[config.mk]
export PLATFORM = sky130hd
export DESIGN_NAME = fifo_wr_arbiter
export DESIGN_NICKNAME = d
export VERILOG_FILES = /design/src/rtl/fifo_arb_pkg.sv /design/src/rtl/fifo_wr_arbiter_rr_pick.sv /design/src/rtl/fifo_wr_arbiter.sv
export SDC_FILE = /design/constraint.sdc
export NUM_CORES = 1
export LEC_CHECK = 0
export ABC_AREA = 1
export BUFFER_PORTS_ARGS = -buffer_cell sky130_fd_sc_hd__buf_2
export CAP_MARGIN = 25
export CORE_UTILIZATION = 46
export DETAILED_ROUTE_END_ITERATION = 10
export GPL_TIMING_DRIVEN = 1
export PLACE_DENSITY = 0.88
export SETUP_SLACK_MARGIN = 0.05
export SKIP_LAST_GASP = 1
export SYNTH_ARGS = -nofsm -noshare
export SYNTH_HDL_FRONTEND = slang
export SYNTH_SLANG_ARGS = --single-unit
[constraint.sdc]
create_clock -name clk -period 4 [get_ports clk]
set_clock_uncertainty 0.1 [all_clocks]
set_input_delay 0.2 -clock clk [delete_from_list [all_inputs] [get_ports clk]]
set_output_delay 0.2 -clock clk [all_outputs]
set_load 0.05 [all_outputs]
[src/rtl/fifo_arb_pkg.sv]
// Shared types and constants for the ring-FIFO write arbiter.
package fifo_arb_pkg;

  typedef enum logic {
    IDLE  = 1'b0,
    BURST = 1'b1
  } state_t;

  localparam int STAT_W = 16;
  localparam logic [STAT_W-1:0] STAT_MAX = 16'hFFFF;

endpackage

[src/rtl/fifo_wr_arbiter_rr_pick.sv]
// Cyclic first-set search: lowest-offset set bit of req at or after start.
module rr_pick #(
  parameter int N  = 4,
  parameter int IW = $clog2(N)
) (
  input  logic [N-1:0]  req,
  input  logic [IW-1:0] start,
  output logic          found,
  output logic [IW-1:0] idx
);

  function automatic logic [IW-1:0] wrap_add(input logic [IW-1:0] a, input int k);
    int s;
    s = int'(a) + k;
    if (s >= N) begin
      s = s - N;
    end else begin
      s = s;
    end
    return IW'(s);
  endfunction

  // scan offsets 0..N-1 from start, first hit wins
  always_comb begin
    found = 1'b0;
    idx   = '0;
    for (int k = 0; k < N; k++) begin
      if (!found && req[wrap_add(start, k)]) begin
        found = 1'b1;
        idx   = wrap_add(start, k);
      end else begin
        found = found;
      end
    end
  end

endmodule

[src/rtl/fifo_wr_arbiter.sv]
// Round-robin burst arbiter feeding NUM_REQ writers into one ring FIFO.
// Optional per-writer accept counters are built when FIFO_ARB_STATS_EN is defined.
module fifo_wr_arbiter
  import fifo_arb_pkg::*;
#(
  parameter int NUM_REQ    = 4,
  parameter int DATA_WIDTH = 8,
  parameter int MAX_BURST  = 4
) (
  input  logic                          clk,
  input  logic                          reset,
  input  logic [NUM_REQ-1:0]            req,
  input  logic [NUM_REQ*DATA_WIDTH-1:0] data,
  output logic [NUM_REQ-1:0]            gnt,
  output logic                          fifo_write,
  output logic [DATA_WIDTH-1:0]         fifo_datain,
  input  logic                          fifo_full,
  output logic [NUM_REQ*STAT_W-1:0]     stat_cnt
);

  localparam int IW = $clog2(NUM_REQ);
  localparam int BW = $clog2(MAX_BURST + 1);

  state_t          state, state_n;
  logic [IW-1:0]   owner, owner_n;
  logic [IW-1:0]   rr_ptr, rr_ptr_n;
  logic [BW-1:0]   bcnt, bcnt_n;
  logic            gnt_vld;
  logic [IW-1:0]   gnt_idx;
  logic            pick_found;
  logic [IW-1:0]   pick_idx;

  function automatic logic [IW-1:0] next_idx(input logic [IW-1:0] i);
    if (i == IW'(NUM_REQ - 1)) begin
      return '0;
    end else begin
      return i + IW'(1);
    end
  endfunction

  rr_pick #(.N(NUM_REQ), .IW(IW)) u_pick (
    .req   (req),
    .start (rr_ptr),
    .found (pick_found),
    .idx   (pick_idx)
  );

  // arbitration state register
  always_ff @(posedge clk) begin
    if (reset) begin
      state  <= IDLE;
      owner  <= '0;
      rr_ptr <= '0;
      bcnt   <= '0;
    end else begin
      state  <= state_n;
      owner  <= owner_n;
      rr_ptr <= rr_ptr_n;
      bcnt   <= bcnt_n;
    end
  end

  // next state and grant; a full FIFO freezes everything, including burst end
  always_comb begin
    state_n  = state;
    owner_n  = owner;
    rr_ptr_n = rr_ptr;
    bcnt_n   = bcnt;
    gnt_vld  = 1'b0;
    gnt_idx  = owner;
    if (reset || fifo_full) begin
      gnt_vld = 1'b0;
    end else begin
      case (state)
        IDLE: begin
          if (pick_found) begin
            gnt_vld = 1'b1;
            gnt_idx = pick_idx;
            owner_n = pick_idx;
            bcnt_n  = BW'(1);
            if (MAX_BURST > 1) begin
              state_n = BURST;
            end else begin
              rr_ptr_n = next_idx(pick_idx);
            end
          end else begin
            state_n = IDLE;
          end
        end
        BURST: begin
          // the cycle after the last word (or a dropped request) is the gap
          if ((bcnt == BW'(MAX_BURST)) || !req[owner]) begin
            state_n  = IDLE;
            rr_ptr_n = next_idx(owner);
          end else begin
            gnt_vld = 1'b1;
            gnt_idx = owner;
            bcnt_n  = bcnt + BW'(1);
          end
        end
        default: begin
          state_n = IDLE;
        end
      endcase
    end
  end

  // one-hot grant decode and data mux
  always_comb begin
    gnt         = '0;
    fifo_datain = '0;
    for (int i = 0; i < NUM_REQ; i++) begin
      gnt[i]      = gnt_vld && (gnt_idx == IW'(i));
      fifo_datain = fifo_datain | (gnt[i] ? data[i*DATA_WIDTH +: DATA_WIDTH] : '0);
    end
  end

  assign fifo_write = |gnt;

`ifdef FIFO_ARB_STATS_EN
  logic [STAT_W-1:0] cnt [NUM_REQ];

  // saturating per-writer accept counters
  always_ff @(posedge clk) begin
    if (reset) begin
      for (int i = 0; i < NUM_REQ; i++) begin
        cnt[i] <= '0;
      end
    end else begin
      for (int i = 0; i < NUM_REQ; i++) begin
        if (gnt[i] && (cnt[i] != STAT_MAX)) begin
          cnt[i] <= cnt[i] + 16'd1;
        end
      end
    end
  end

  for (genvar g = 0; g < NUM_REQ; g++) begin : g_stat
    assign stat_cnt[g*STAT_W +: STAT_W] = cnt[g];
  end
`else
  assign stat_cnt = '0;
`endif

endmodule

==> results.cfg <==
[run_status]
status = complete, no violations

[clock_network]
worstSkewPairLatency_ps = 250
cts-root-buf = clkbuf_4
cts_tree = built
htreeDepth = 1
cts_made_buffers = 3
clk_pin_slew_ps = 50
cts.sinks = 8
cts_buffer_depth = 2
cts_hold_buf = 0
post-cts-setup-buffers = 0
cts_resized = 0

[setup_path]
crit_chain = inv_4 -> nand2_1 -> nand2_1 -> nand2_1 -> nand2_2 -> nor2_4 -> nand2_2 -> nand2_4 -> nand2_2 -> nand2_2 -> inv_2 -> nand3_2 -> nor2_1 -> nor2_1 -> nand2_1 -> buf_2
rr_worst_depth = 12
max_stage_delay_ps = 510
r2r_slack_ps = 2000
crit_path_end_kind = primary output
start_kind = flip-flop
required_ps = 3700
worst-setup-path-type = reg2out
worstSetupEndpoint = fifo_datain[0]
cp_slowest_cell = dfxtp_1
rr_endpoint = owner[1]$_SDFFE_PP0P_
cpLargestDelayFamily = simple AND/OR/NAND/NOR gates
crit_buf_inv = 3
crit_start = rr_ptr[0]$_SDFFE_PP0P_
crit_fanout = 11
cp_num_cells = 16
rr_startpoint = rr_ptr[0]$_SDFFE_PP0P_
crit_arrival_ps = 2700

[finish]
multi_input_comb_area_um2 = 1020
final_cell_mix = conb_1, buf_2, inv_1
area_growth_pct = 2.08
fin_nets = 373
final_core_util = 0.504
nFillCells = 366
drive_gt1_frac = 0.258
final_common_cell = conb_1
diodes = 0
seq_area_um2 = 160

[synthesis]
syn-cell-area_um2 = 1690
synth_seq_cells = 8
syn_area_per_cell_um2 = 6.00
ys_warn_count = 0
ys_types = 26
syn_inst = 281
yosysSeqAreaShare = 0.0950

[routing]
wl_um = 3060
drt-vias-per-instance = 4.04
drc_errors = 0
first_pass_iters = 4
first_iter_violations = 27
vias = 1515
ant_nets = 0
routedWlPerCell_um = 8.16

[floorplanning]
num_rows = 21
die_w_um = 62.6
design.portCount = 116
dieArea_um2 = 3910
start_util = 0.494
fp.dieH_um = 62.6
coreArea_um2 = 3420

[timing]
final.period_utilization = 0.749
finalSetupViolCount = 0
hold_viol = 0
finalWorstSetupSlack_ps = 1000
slew_violations = 0
period_needed_ps = 3000
rsz0062_at_grt = no
final.setup.tns_ps = 0
fmax_mhz = 334

[power]
max-vdd-ir-drop_mv = 0.179
powerDensity_nw_per_um2 = 251
cellLeakagePower_nw = 1.15

[global_routing]
grt_overflow = 0
grt_pass1_wl_um = 5000
grt_pass1_vias = 1278
antenna_found_initial = 0
grt_max_degree = 19
grtUsageTotal = 0.151

[placed_design]
pre_cts_slack_ps = 1320
io_buffer_count = 51
gp_congestion = 0.901
hpwlAfterDp_um = 2640

[job]
drv_cap = 0

[min_path]
hold_path_class = in2reg
min_from = reset
==> cell type report <==
type | count | area share
multi-input combinational | 214 | 0.595
clock buffer | 3 | 0.0131
tap | 46 | 0.0334
sequential | 8 | 0.0930
inverter | 53 | 0.117
timing repair buffer | 51 | 0.148
==> synth_stat cells, drive strengths merged <==
cell,n,area (um2)
a21oi,9,45.0
and3,1,6.26
buf,69,537
a211oi,1,7.51
nor2,40,158
ha,3,37.5
conb,1,3.75
o21ai,5,36.3
nand4,1,6.26
nand2,62,275
dfxtp,8,160
inv,53,201
nand3,10,80.1
a21boi,1,7.51
nor3,17,125
==> sequential cells by signal, indices dropped and copies added (netlist names) <==
signal  cells
bcnt        3
state       1
owner       2
rr_ptr      2
==> worst min-delay path by stage <==
| stage | end | slack [ps] | cells past startpoint |
|---|---|---|---|
| 2_1_floorplan | owner[0]$_SDFFE_PP0P_ | 170 | 1 |
| 3_3_place_gp | owner[0]$_SDFFE_PP0P_ | 330 | 2 |
| 4_1_cts | owner[0]$_SDFFE_PP0P_ | 60 | 2 |
| 6_report | owner[0]$_SDFFE_PP0P_ | 70 | 2 |
| 5_1_grt | owner[0]$_SDFFE_PP0P_ | 60 | 2 |
| 3_5_place_dp | owner[0]$_SDFFE_PP0P_ | 330 | 2 |
==> metrics by stage <==
step | hold WS, ps | power, mW | cells | area [um2]
global placement | 332 | 0.369 | 372 | 1700
detailed placement | 331 | 0.371 | 372 | 1700
floorplan | 169 | 0.385 | 344 | 1920
finish | 67.0 | 0.432 | 375 | 1720
CTS | 60.1 | 0.433 | 375 | 1720
global route | 59.5 | 0.458 | 375 | 1720
==> report_power, final <==
group	switching (mW)	internal [mW]
clock network	0.0261	0.0342
logic	0.235	0.0469
registers	0.00513	0.0841
==> routing by layer <==
layer	share of wire	GRT usage	vias up
met5	0	0	-
met4	0.018	0.0552	0
met3	0.044	0.0128	7
met2	0.51	0.281	64
met1	0.42	0.177	639
li1	-	-	805
==> cells by family after synthesis <==
group           share of synthesized area
compound gates                     0.0571
simple gates                        0.386
flops                              0.0950
fa+ha+maj                          0.0223
buf+inv                             0.438
other cells                       0.00222
No activity file was read; power rests on OpenSTA's default activity.
